--- src/rtl/multicycle_ctrl_pkg.sv ---
// Shared definitions for the multicycle sequencer: state encoding,
// decoder field widths and the opcode/funct/mem_cmd values it reacts to.
// Pure declarations; no logic, no latency, no flow control.
package multicycle_ctrl_pkg;

  localparam int W_STATE   = 3;
  localparam int W_MEM_CMD = 2;
  localparam int W_PC_SRC  = 2;
  localparam int W_FUNCT   = 6;
  localparam int W_CPU     = 32;

  // Encoding is visible on the debug port, so the values are fixed.
  typedef enum logic [W_STATE-1:0] {
    S_IDLE   = 3'd0,
    S_FETCH  = 3'd1,
    S_DECODE = 3'd2,
    S_EXEC   = 3'd3,
    S_MEM    = 3'd4,
    S_WB     = 3'd5,
    S_HALT   = 3'd6,
    S_FAULT  = 3'd7
  } state_t;

  localparam logic [W_MEM_CMD-1:0] MEM_NOP   = 2'd0;
  localparam logic [W_MEM_CMD-1:0] MEM_READ  = 2'd1;
  localparam logic [W_MEM_CMD-1:0] MEM_WRITE = 2'd2;

  localparam logic [W_FUNCT-1:0] F_SYSCALL = 6'h0c;
  localparam logic [W_FUNCT-1:0] F_BREAK   = 6'h0d;
  localparam logic [W_FUNCT-1:0] F_ADD     = 6'h20;

  // States that drive a request onto the shared memory port.
  function automatic logic is_mem_state(state_t s);
    return (s == S_FETCH) || (s == S_MEM);
  endfunction

endpackage

--- src/rtl/multicycle_ctrl_mem_wait_timer.sv ---
// Counts unacknowledged memory request cycles; flags the cycle that hits the limit.
// Latency: expired is combinational from the registered count and count_en.
// Backpressure: none; clear has priority over counting.
//
// Ports:
//   clk, rst  - clock and synchronous active-high reset
//   clear     - zero the count (asserted on entry to a request state)
//   count_en  - request outstanding and not acknowledged this cycle
//   expired   - count_en while the count already equals WAIT_MAX
module mem_wait_timer #(
  parameter int WAIT_MAX = 15,
  parameter int W_WAIT   = 4
) (
  input  logic clk,
  input  logic rst,
  input  logic clear,
  input  logic count_en,
  output logic expired
);

  logic [W_WAIT-1:0] cnt;

  always_ff @(posedge clk) begin
    if (rst || clear) begin
      cnt <= '0;
    end else if (count_en) begin
      cnt <= cnt + 1'b1;
    end
  end

  assign expired = count_en && (cnt == W_WAIT'(WAIT_MAX));

endmodule

--- src/rtl/multicycle_ctrl.sv ---
// Multicycle sequencer: FETCH/DECODE/EXEC/[MEM]/WB over one shared memory port.
// Latency: 4 cycles per ALU/branch instruction, 5 per load/store, plus memory waits.
// Backpressure: holds in FETCH/MEM until mem_ack; WAIT_MAX+1 unacked cycles -> FAULT.
//
// Ports:
//   clk, rst        - clock and synchronous active-high reset
//   run             - start in IDLE / continue at WB
//   dec_*           - decoder controls for the instruction in the IR
//   mem_ack         - memory completes the current request
//   mem_req/sel/we  - shared memory port request, address select (1=data), store strobe
//   ir_wen          - latch fetched word (FETCH & mem_ack)
//   pc_wen, pc_sel  - PC update strobe and mux select (WB only)
//   reg_wen         - gated register-file write (WB only)
//   halted, fault   - BREAK executed / memory timeout
//   state           - current state for debug
//   instr_cnt       - retired-instruction count
module multicycle_ctrl
  import multicycle_ctrl_pkg::*;
#(
  parameter int WAIT_MAX = 15,
  parameter int W_WAIT   = 4
) (
  input  logic                 clk,
  input  logic                 rst,
  input  logic                 run,
  input  logic [W_MEM_CMD-1:0] dec_mem_cmd,
  input  logic                 dec_reg_wen,
  input  logic [W_PC_SRC-1:0]  dec_pc_src,
  input  logic [W_FUNCT-1:0]   dec_alu_op,
  input  logic                 mem_ack,
  output logic                 mem_req,
  output logic                 mem_sel,
  output logic                 mem_we,
  output logic                 ir_wen,
  output logic                 pc_wen,
  output logic [W_PC_SRC-1:0]  pc_sel,
  output logic                 reg_wen,
  output logic                 halted,
  output logic                 fault,
  output logic [W_STATE-1:0]   state,
  output logic [W_CPU-1:0]     instr_cnt
);

  state_t cur_state;
  state_t nxt_state;
  logic   wait_clear;
  logic   wait_count_en;
  logic   wait_expired;

  // One timer serves both request states; it is re-armed on every entry.
  assign wait_count_en = is_mem_state(cur_state) && !mem_ack;
  assign wait_clear    = is_mem_state(nxt_state) && (nxt_state != cur_state);

  mem_wait_timer #(
    .WAIT_MAX (WAIT_MAX),
    .W_WAIT   (W_WAIT)
  ) u_wait_timer (
    .clk      (clk),
    .rst      (rst),
    .clear    (wait_clear),
    .count_en (wait_count_en),
    .expired  (wait_expired)
  );

  always_ff @(posedge clk) begin
    if (rst) begin
      cur_state <= S_IDLE;
    end else begin
      cur_state <= nxt_state;
    end
  end

  // WB always lasts exactly one cycle, so counting WB cycles counts retirements.
  always_ff @(posedge clk) begin
    if (rst) begin
      instr_cnt <= '0;
    end else if (cur_state == S_WB) begin
      instr_cnt <= instr_cnt + 1'b1;
    end
  end

  always_comb begin
    nxt_state = cur_state;
    case (cur_state)
      S_IDLE:   if (run) nxt_state = S_FETCH;
      S_FETCH: begin
        if (mem_ack)           nxt_state = S_DECODE;
        else if (wait_expired) nxt_state = S_FAULT;
      end
      S_DECODE: nxt_state = (dec_alu_op == F_BREAK) ? S_HALT : S_EXEC;
      S_EXEC:   nxt_state = (dec_mem_cmd != MEM_NOP) ? S_MEM : S_WB;
      S_MEM: begin
        if (mem_ack)           nxt_state = S_WB;
        else if (wait_expired) nxt_state = S_FAULT;
      end
      S_WB:     nxt_state = run ? S_FETCH : S_IDLE;
      S_HALT:   nxt_state = S_HALT;
      S_FAULT:  nxt_state = S_FAULT;
      default:  nxt_state = S_IDLE;
    endcase
  end

  always_comb begin
    mem_req = 1'b0;
    mem_sel = 1'b0;
    mem_we  = 1'b0;
    ir_wen  = 1'b0;
    pc_wen  = 1'b0;
    pc_sel  = '0;
    reg_wen = 1'b0;
    halted  = 1'b0;
    fault   = 1'b0;
    case (cur_state)
      S_FETCH: begin
        mem_req = 1'b1;
        ir_wen  = mem_ack;
      end
      S_MEM: begin
        mem_req = 1'b1;
        mem_sel = 1'b1;
        mem_we  = (dec_mem_cmd == MEM_WRITE);
      end
      S_WB: begin
        pc_wen  = 1'b1;
        pc_sel  = dec_pc_src;
        reg_wen = dec_reg_wen;
      end
      S_HALT:  halted = 1'b1;
      S_FAULT: fault  = 1'b1;
      default: ;
    endcase
  end

  assign state = cur_state;

endmodule
--- config.mk ---
export PLATFORM = sky130hd
export DESIGN_NAME = multicycle_ctrl
export DESIGN_NICKNAME = d
export VERILOG_FILES = /design/src/rtl/multicycle_ctrl_pkg.sv /design/src/rtl/multicycle_ctrl_mem_wait_timer.sv /design/src/rtl/multicycle_ctrl.sv
export SDC_FILE = /design/constraint.sdc
export NUM_CORES = 1
export LEC_CHECK = 0
export ABC_AREA = 1
export BUFFER_PORTS_ARGS = -buffer_cell sky130_fd_sc_hd__buf_2
export CAP_MARGIN = 20
export CORE_MARGIN = 10
export CORE_UTILIZATION = 40
export CTS_BUF_LIST = sky130_fd_sc_hd__clkbuf_4 sky130_fd_sc_hd__clkbuf_8
export CTS_CLUSTER_SIZE = 24
export DETAILED_ROUTE_END_ITERATION = 16
export GPL_ROUTABILITY_DRIVEN = 0
export PLACE_DENSITY = 0.74
export REMOVE_ABC_BUFFERS = 1
export SETUP_SLACK_MARGIN = 0.4
export SYNTH_ARGS = -nofsm -noshare
export SYNTH_HDL_FRONTEND = slang
export SYNTH_HIERARCHICAL = 1
export SYNTH_SLANG_ARGS = --single-unit
--- constraint.sdc ---
create_clock -name clk -period 2.56 [get_ports clk]
set_input_delay 0.128 -clock clk [delete_from_list [all_inputs] [get_ports clk]]
set_output_delay 0.128 -clock clk [all_outputs]
set_load 0.02 [all_outputs]
==> impl_metrics.csv, run 1 <==
group,metric,value,unit
timing,period_share,75.8,%
die,dieArea,9380,um2
layout,final_cell_area,2900,um2
pwr,power,1200,uW
setup_path,crit_start,"state[0]$_SDFF_PP0_",
setup_path,cp.arrival,2120,ps
timing,worst_pin_slew,560,ps
place,port_buffers,59,
clocking,htreeDepth,2,
setup_path,worst-r2r-cell-count,16,
timing,rsz0062_at_grt,"no",
timing,clock.fmax,515,MHz
synth,ys_warn_count,6,
place,dp_hpwl,4.93,mm
routing,vias,2528,
place,dpl_cell_area,2740,um2
timing,relSlewSlack,62.6,%
clocking,root_buffer,"clkbuf_8",
timing,worst_slack,619,ps
die,coreArea,5610,um2
timing,report.final.slew_viol_count,0,
layout,syn_to_final_growth,22.6,%
routing,drtIter0Drc,160,
layout,diodes,0,
clocking,clock_sinks,39,
pwr,power_density,414,nW/um2
routing,routed_wirelength,6.20,mm
clocking,clock_latency,290,ps
outcome,status,"finished, final reports clean",
timing,finalSetupTns,0,ps
global_routing,grt_overflow_total,0,
routing,wire_per_inst,11.9,um
hold_path,min_path_type,"in2reg",
die,ioPinCount,60,
clocking,cts_buffers,5,
setup_path,timing.rr.start,"state[0]$_SDFF_PP0_",
global_routing,gr-usage-all-layers,13.1,%
synth,ys_ff_latch,39,
global_routing,antenna_found_initial,0,
global_routing,grt_pass1_vias,2386,
synth,synthCells,382,
die,rows,27,
die,die_h,96.9,um
setup_path,cp.required,2740,ps
layout,drive_gt1_share,22.9,%
setup_path,path_class,"reg2reg",
clocking,clk_pin_slew_worst_paths,70,ps
timing,setup_viol,0,
timing,period_needed,1940,ps
place,pre_cts_ws,251,ps
global_routing,grt_pass1_wl,10.9,mm
timing,hold_violations,0,
synth,post_synth_instance_area,2360,um2
clocking,cts_hold_buf,0,
global_routing,grt_max_degree,20,
synth,netlist-cell-type-count,28,
setup_path,crit_path_end_kind,"flop",
routing,ant_nets,0,
clocking,cts_buffer_depth,2,
timing,skew,9.82,ps
die,fp.dieW,96.9,um
setup_path,crit_path_max_fanout,6,
pwr,ir_drop,0.000364,V
pwr,leakage,0.00132,uW
routing,dr.pass1.iters,5,
hold_path,hp-start,"dec_alu_op[1]",
setup_path,startpoint_type,"flop",
synth,synth_area_per_cell,6.18,um2
clocking,cts_tree,"built",
routing,vias_per_cell,4.85,
flow_run,cap_viol_max_count,0,
layout,nNetsFinal,465,
routing,drc,0,
die,start_util,42.1,%
hold_path,min_path_cells,4,
synth,seq_area_frac_synth,33.1,%
-- metrics by stage --
| step | utilization [%] | hold slack, ps | std cells |
|---|---|---|---|
| 5_1_grt | 51.7 | 209 | 521 |
| 4_1_cts | 50.5 | 197 | 517 |
| 2_1_floorplan | - | 197 | 377 |
| 6_report | 51.7 | 195 | 521 |
| 3_3_place_gp | 48.8 | 480 | 509 |
| 3_5_place_dp | 48.8 | 486 | 509 |
-- state kept, by name, summed over array words and instances (netlist names) --
name,count
u_wait_timer/cnt,4
instr_cnt,32
state,3
-- timing repair --
action                                  CTS  global route
endpoints found under the setup margin    4             4
setup buffers                             0             4
gates resized for setup                   4            12
gates cloned                              0             0
pin swaps                                 0             4
-- worst max-delay path, cell delays in order, from the launching register on --
cell and delay, ps:
dfxtp_4 370, nor2_2 130, nand2_1 110, a21oi_2 160
nand3_1 120, nor2_2 180, nor2_1 60, nand2_1 50
nand2_1 50, nand3_1 130, nor3_2 70, nand2_1 70
nand2_1 60, nor2_2 90, nor2_2 60, o21ai_1 90
nor2_1 50
-- logic make-up after synthesis --
family	count (synthesis)	share of synthesized area (%)
AND/OR/NAND/NOR	245	47.5
buffers and inverters	53	8.47
AO/OA/AOI/OAI	41	9.22
flip-flops	39	33.1
XOR/XNOR	2	0.742
adder cells (fa/ha/maj)	2	1.06
-- layout make-up --
class / instances / area, um2
Fill cell: 598 / 2710
Multi-Input combinational cell: 290 / 1410
Sequential cell: 39 / 792
Timing Repair Buffer: 64 / 333
Inverter: 48 / 180
Tap cell: 72 / 90.1
Clock buffer: 7 / 83.8
Clock inverter: 1 / 5.00
-- cell usage after synthesis --
master	count	area share (%)
a21boi_0	1	0.32
a21oi_1	21	4.4
a31oi_1	1	0.26
buf_2	1	0.21
clkbuf_1	4	0.64
clkinv_1	1	0.16
dfxtp_1	39	33
ha_1	2	1.1
inv_1	46	7.3
inv_2	1	0.16
nand2_1	109	17
nand2_2	3	0.79
nand2_4	1	0.48
nand3_1	21	4.4
nand3_2	3	1.3
nand3_4	2	1.5
nand4_1	10	2.6
nor2_1	78	12
nor2_2	2	0.53
nor2_4	4	1.9
nor2_8	2	1.7
nor3_1	8	1.7
nor3b_2	1	0.53
o21ai_0	16	3.4
o21bai_1	1	0.32
o21bai_2	1	0.48
or2_0	1	0.26
xor2_1	2	0.74
-- path summary, 6_finish.rpt --
kind / end / slack [ps]
max: u_wait_timer/cnt[1]$_SDFFE_PP0P_ / 620
min: state[2]$_SDFF_PP0_ / 200
max reg2reg: u_wait_timer/cnt[1]$_SDFFE_PP0P_ / 620
min reg2reg: instr_cnt[31]$_SDFFE_PP0N_ / 500
-- routing by layer --
| metal | wire length [um] | share of wire [%] | GRT usage, % |
|---|---|---|---|
| met4 | 24 | 0.39 | 2.03 |
| met5 | 0 | 0 | 0 |
| met3 | 374 | 6.0 | 4.40 |
| met1 | 2790 | 45 | 16.0 |
| met2 | 3010 | 49 | 22.0 |
-- cells in the final DEF (no fill, tap or decap), types with 4 or more instances in the layout --
cell,count
nand2_1,109
nor2_1,74
buf_2,59
inv_1,45
dfxtp_1,36
nand3_1,20
a21oi_1,20
o21ai_0,15
nand4_1,10
nor3_1,7
nor2_2,6
clkbuf_8,5
buf_4,5
nor2_4,4
-- report_power, final --
part | leakage (uW) | total, uW | internal (uW) | switching, uW
Clock | 0.0000491 | 421 | 213 | 208
Sequential | 0.000317 | 628 | 614 | 13.1
Combinational | 0.000954 | 151 | 60.3 | 90.7
(Power assumes the default switching activity.)
==> run 2: changes to the inputs <==
- clock period: 2.56 -> 1.9 ns (I/O delays scaled with it)
==> run 2 against run 1 <==
- sequential power is 34% higher
- total power is 60% higher
- via count increased by 10%
- combinational power rose by 120%
- hold slack got worse by 16 ps
- register-to-register slack lost 600 ps
- critical path depth is the same
- first-iteration DRC count down 8.1%
- die area is the same
- utilization increased by 14 points
- largest cell class unchanged
- highest routed layer unchanged
==> impl_metrics.csv, run 2 (synthesis results as in run 1) <==
group,metric,value,unit
timing,clock.fmax,532,MHz
clocking,cts_buffers,5,
timing,report.final.slew_viol_count,0,
outcome,status,"finished, final reports clean",
timing,skew,7.55,ps
clocking,root_buffer,"clkbuf_8",
timing,hold_violations,0,
global_routing,grt_max_degree,19,
pwr,power_density,519,nW/um2
routing,routed_wirelength,7.65,mm
place,dp.cells,525,
routing,wire_per_inst,13.5,um
layout,top_register,"instr_cnt",
routing,dr.pass1.iters,4,
setup_path,startpoint_type,"flop",
layout,stdcell_count,566,
timing,period_share,98.9,%
clocking,clk_pin_slew_worst_paths,80,ps
timing,worst_slack,20.4,ps
layout,fin_util,66.0,%
global_routing,gr-usage-all-layers,14.4,%
global_routing,grt_pass1_wl,11.8,mm
setup_path,cp.required,2110,ps
layout,diodes,0,
pwr,leakage,0.00170,uW
setup_path,path_class,"reg2reg",
die,rows,27,
pwr,power,1920,uW
place,port_buffers,59,
hold_path,min_path_type,"in2reg",
layout,layout_common_cells,"nand2_1 (100), nor2_1 (59), buf_2 (52), inv_1 (45), dfxtp_1 (29)",
timing,whs,179,ps
clocking,cts_tree,"built",
global_routing,grt_pass1_vias,2670,
timing,relSlewSlack,48.5,%
setup_path,cp.arrival,2090,ps
routing,drc,0,
timing,rsz0062_at_grt,"yes",
timing,worst_pin_slew,771,ps
routing,drtIter0Drc,147,
place,pre_cts_ws,-170,ps
pwr,ir_drop,0.000534,V
flow_run,cap_viol_max_count,0,
layout,final_common_cell,"nand2_1",
layout,syn_to_final_growth,56.7,%
global_routing,grt_overflow_total,0,
layout,largest_reg_flops,32,
clocking,cts_hold_buf,0,
clocking,cts_buffer_depth,2,
die,coreArea,5610,um2
timing,period_needed,1880,ps
routing,vias_per_cell,4.92,
setup_path,reg2reg_slack,20,ps
setup_path,crit_path_max_fanout,4,
layout,nNetsFinal,510,
die,fp.dieW,96.9,um
place,dp_hpwl,5.08,mm
layout,drive_gt1_share,40.7,%
clocking,htreeDepth,2,
timing,setup_viol,0,
routing,vias,2785,
die,die_h,96.9,um
clocking,clock_latency,310,ps
setup_path,crit_path_end_kind,"flop",
global_routing,antenna_found_initial,0,
die,ioPinCount,60,
die,dieArea,9380,um2
routing,ant_nets,0,
clocking,clock_sinks,39,
die,start_util,42.1,%
==> run 2: changes by cell type in the layout (fill, tap and decap cells not counted), moves of 9 or more <==
cell / before / now
o21ai_2: 0 / 9
o21ai_0: 15 / 2
nor2_1: 74 / 59
nand2_1: 109 / 100
buf_4: 5 / 26
buf_6: 0 / 28
nor2_4: 4 / 19
==> run 2: report_power, final <==
group | internal [uW] | leakage (uW) | switching, uW
clock | 425 | 0.0000612 | 322
combinational | 152 | 0.00131 | 179
sequential | 827 | 0.000320 | 14.0
==> run 2: area by class of cell <==
| class | instances | area (um2) |
|---|---|---|
| clock buffers | 6 | 82.6 |
| clock inverters | 2 | 35.0 |
| fillers | 453 | 1910 |
| inverters | 48 | 195 |
| multi-input cells | 290 | 1670 |
| flip-flops and latches | 39 | 801 |
| well taps | 72 | 90.1 |
| repair buffers | 109 | 826 |
==> run 2: worst paths after layout <==
path                                                       start                               end  cells after the start
worst min register to register  u_wait_timer/cnt[1]$_SDFFE_PP0P_  u_wait_timer/cnt[1]$_SDFFE_PP0P_                      2
worst max-delay path                         state[0]$_SDFF_PP0_  u_wait_timer/cnt[1]$_SDFFE_PP0P_                     16
worst max register to register               state[0]$_SDFF_PP0_  u_wait_timer/cnt[1]$_SDFFE_PP0P_                     16
worst min-delay path                               dec_alu_op[1]               state[2]$_SDFF_PP0_                      4
==> run 2: critical path, stage by stage (launching register included) <==
cell and delay, ps:
dfxtp_4 370, nor2_4 110, nand2_2 90, a21oi_4 170, nand3_2 110, nor2_4 110, nand2_1 60, nor2_1 110
nor2_1 60, nand2_1 80, o21ai_1 60, nand2_1 80, nand2_2 80, nor2_4 130, nor2_4 60, o21ai_2 60
nor2_1 50
==> run 2: metrics by stage <==
step / instance area, um2 / setup TNS, ps
final: 3700 / 0
after global routing: 3700 / -464
after CTS: 3220 / 0
after detailed placement: 2860 / -529
after global placement: 2860 / 0
after floorplan: 2340 / -1400
==> run 2: repair_timing <==
| item | in CTS | in global routing |
|---|---|---|
| pin swaps | 22 | 37 |
| gates resized for setup | 32 | 116 |
| setup buffers | 19 | 14 |
| setup endpoints to repair | 24 | 41 |
==> run 2: routing by layer <==
layer	up-vias	global-route usage (%)	wire (um)
met4	0	4.28	135
li1	1431	-	-
met3	13	4.97	426
met5	-	0	0
met2	56	25.1	4000
met1	1285	16.2	3090
==> run 3: changes to the inputs <==
- CAP_MARGIN: 20 -> 40
- clock period: 1.9 -> 2.1 ns (I/O delays scaled with it)
==> run 3 against run 2 <==
- final area shrank 15%
- combinational power shrank 27%
- total power is 17% lower
- maximum frequency shrank 5.0%
- global-route usage shrank 1.0 points
- clock skew decreased by 5.1 ps
- register-to-register slack improved by 100 ps
- largest cell class unchanged
==> impl_metrics.csv, run 3 (synthesis results as in run 1) <==
group,metric,value,unit
layout,layout_common_cells,"nand2_1 (107), nor2_1 (70), buf_2 (58), inv_1 (44), dfxtp_1 (35)",
routing,drc,0,
clocking,cts_hold_buf,0,
layout,top_register,"instr_cnt",
routing,drtIter0Drc,129,
clocking,htreeDepth,2,
clocking,cts_tree,"built",
pwr,leakage,0.00145,uW
die,start_util,42.1,%
die,dieArea,9380,um2
timing,worst_pin_slew,540,ps
setup_path,worst-r2r-cell-count,16,
routing,vias_per_cell,4.94,
clocking,cts_buffers,5,
timing,clock.fmax,506,MHz
clocking,root_buffer,"clkbuf_8",
setup_path,cp.arrival,2170,ps
pwr,power_density,507,nW/um2
routing,wire_per_inst,12.7,um
die,die_h,96.9,um
place,pre_cts_ws,33.5,ps
global_routing,grt_pass1_wl,10.9,mm
clocking,clock_sinks,39,
setup_path,cpMostUsedCell,"nor2_2",
place,dp_hpwl,4.94,mm
setup_path,cp.required,2290,ps
setup_path,crit_path_end_kind,"flop",
layout,stdcell_count,542,
timing,period_needed,1980,ps
setup_path,path_class,"reg2reg",
timing,setup_viol,0,
setup_path,timing.rr.start,"state[0]$_SDFF_PP0_",
timing,worst_slack,123,ps
global_routing,antenna_found_initial,0,
layout,diodes,0,
timing,period_share,94.2,%
place,port_buffers,59,
die,coreArea,5610,um2
setup_path,cp_slowest_cell,"dfxtp_4",
setup_path,crit_start,"state[0]$_SDFF_PP0_",
global_routing,grt_max_degree,19,
timing,relSlewSlack,63.9,%
setup_path,crit_buf_inv,0,
layout,final_common_cell,"nand2_1",
routing,dr.pass1.iters,5,
setup_path,cp.depth,16,
setup_path,crit_path_max_fanout,4,
die,ioPinCount,60,
setup_path,startpoint_type,"flop",
setup_path,path_delay_family,"simple AND/OR/NAND/NOR gates",
die,rows,27,
routing,vias,2677,
global_routing,grt_overflow_total,0,
pwr,ir_drop,0.000464,V
routing,routed_wirelength,6.86,mm
clocking,clock_latency,290,ps
layout,largest_reg_flops,32,
flow_run,cap_viol_max_count,0,
layout,nNetsFinal,486,
hold_path,min_path_type,"in2reg",
setup_path,r2r_end,"u_wait_timer/cnt[1]$_SDFFE_PP0P_",
die,fp.dieW,96.9,um
global_routing,grt_pass1_vias,2396,
outcome,status,"finished, final reports clean",
timing,rsz0062_at_grt,"yes",
timing,skew,2.44,ps
timing,report.final.slew_viol_count,0,
setup_path,critPathMaxStageDelay,370,ps
layout,syn_to_final_growth,32.8,%
global_routing,gr-usage-all-layers,13.4,%
setup_path,crit_end,"u_wait_timer/cnt[1]$_SDFFE_PP0P_",
setup_path,reg2reg_slack,120,ps
place,dp.cells,514,
layout,fin_util,55.9,%
setup_path,crit_path_cell_trace,"nor2_4, nand2_2, a21oi_2, nand3_2, nor2_4, nand2_2, nor2_2, nor2_2, nand2_1, o21ai_1, nand2_1, nand2_1, nor2_2, nor2_2, o21ai_1, nor2_1",
clocking,cts_buffer_depth,2,
timing,hold_violations,0,
clocking,clk_pin_slew_worst_paths,80,ps
routing,ant_nets,0,
layout,drive_gt1_share,28.9,%
-- run 3: layer usage --
layer	wire [um]	up-vias	GRT usage, %
li1	-	1385	-
met1	2930	1227	14.8
met2	3390	57	23.8
met3	450	8	4.54
met4	91	0	3.49
met5	0	-	0
-- run 3: worst register-to-register path: stages (launching register included) --
cell     delay, ps
dfxtp_4        370
nor2_4         110
nand2_2         70
a21oi_2        200
nand3_2        130
nor2_4         130
nand2_2         60
nor2_2         120
nor2_2          60
nand2_1         80
o21ai_1         70
nand2_1         80
nand2_1         70
nor2_2         130
nor2_2          80
o21ai_1         80
nor2_1          50
-- run 3: power by group --
group          internal [uW]  switching (uW)  leakage, uW
Clock                    313             274    0.0000549
Combinational            103             139      0.00107
Sequential               749            13.9     0.000317
-- run 3: worst min path at each step --
stage               cells after the start          start  slack, ps                         to
detailed placement                      4  dec_alu_op[1]        480        state[2]$_SDFF_PP0_
global placement                        4  dec_alu_op[1]        470        state[2]$_SDFF_PP0_
CTS                                     4  dec_alu_op[1]        160        state[2]$_SDFF_PP0_
finish                                  4  dec_alu_op[1]        170        state[2]$_SDFF_PP0_
floorplan                               1            rst        170  instr_cnt[1]$_SDFFE_PP0N_
global route                            4  dec_alu_op[1]        180        state[2]$_SDFF_PP0_
-- run 3: area by class of cell --
class	count	area [um2]
timing repair buffer	85	509
multi-input combinational	290	1450
clock buffer	8	104
inverter	48	186
sequential	39	793
tap	72	90.1
fill	554	2470
-- run 3: metrics by stage --
stage | setup TNS [ps] | total power (uW) | area [um2] | hold slack, ps
finish | 0 | 1590 | 3140 | 174
global route | -0.308 | 1660 | 3140 | 181
CTS | 0 | 1560 | 3010 | 156
detailed placement | 0 | 946 | 2770 | 477
global placement | 0 | 942 | 2770 | 471
floorplan | -598 | 877 | 2340 | 174
-- run 3: repair_timing --
item                                    CTS  global route
setup buffers                            12             8
gates resized for setup                  19            17
cloned                                    0             0
endpoints found under the setup margin    5            13
pin swaps                                10            15
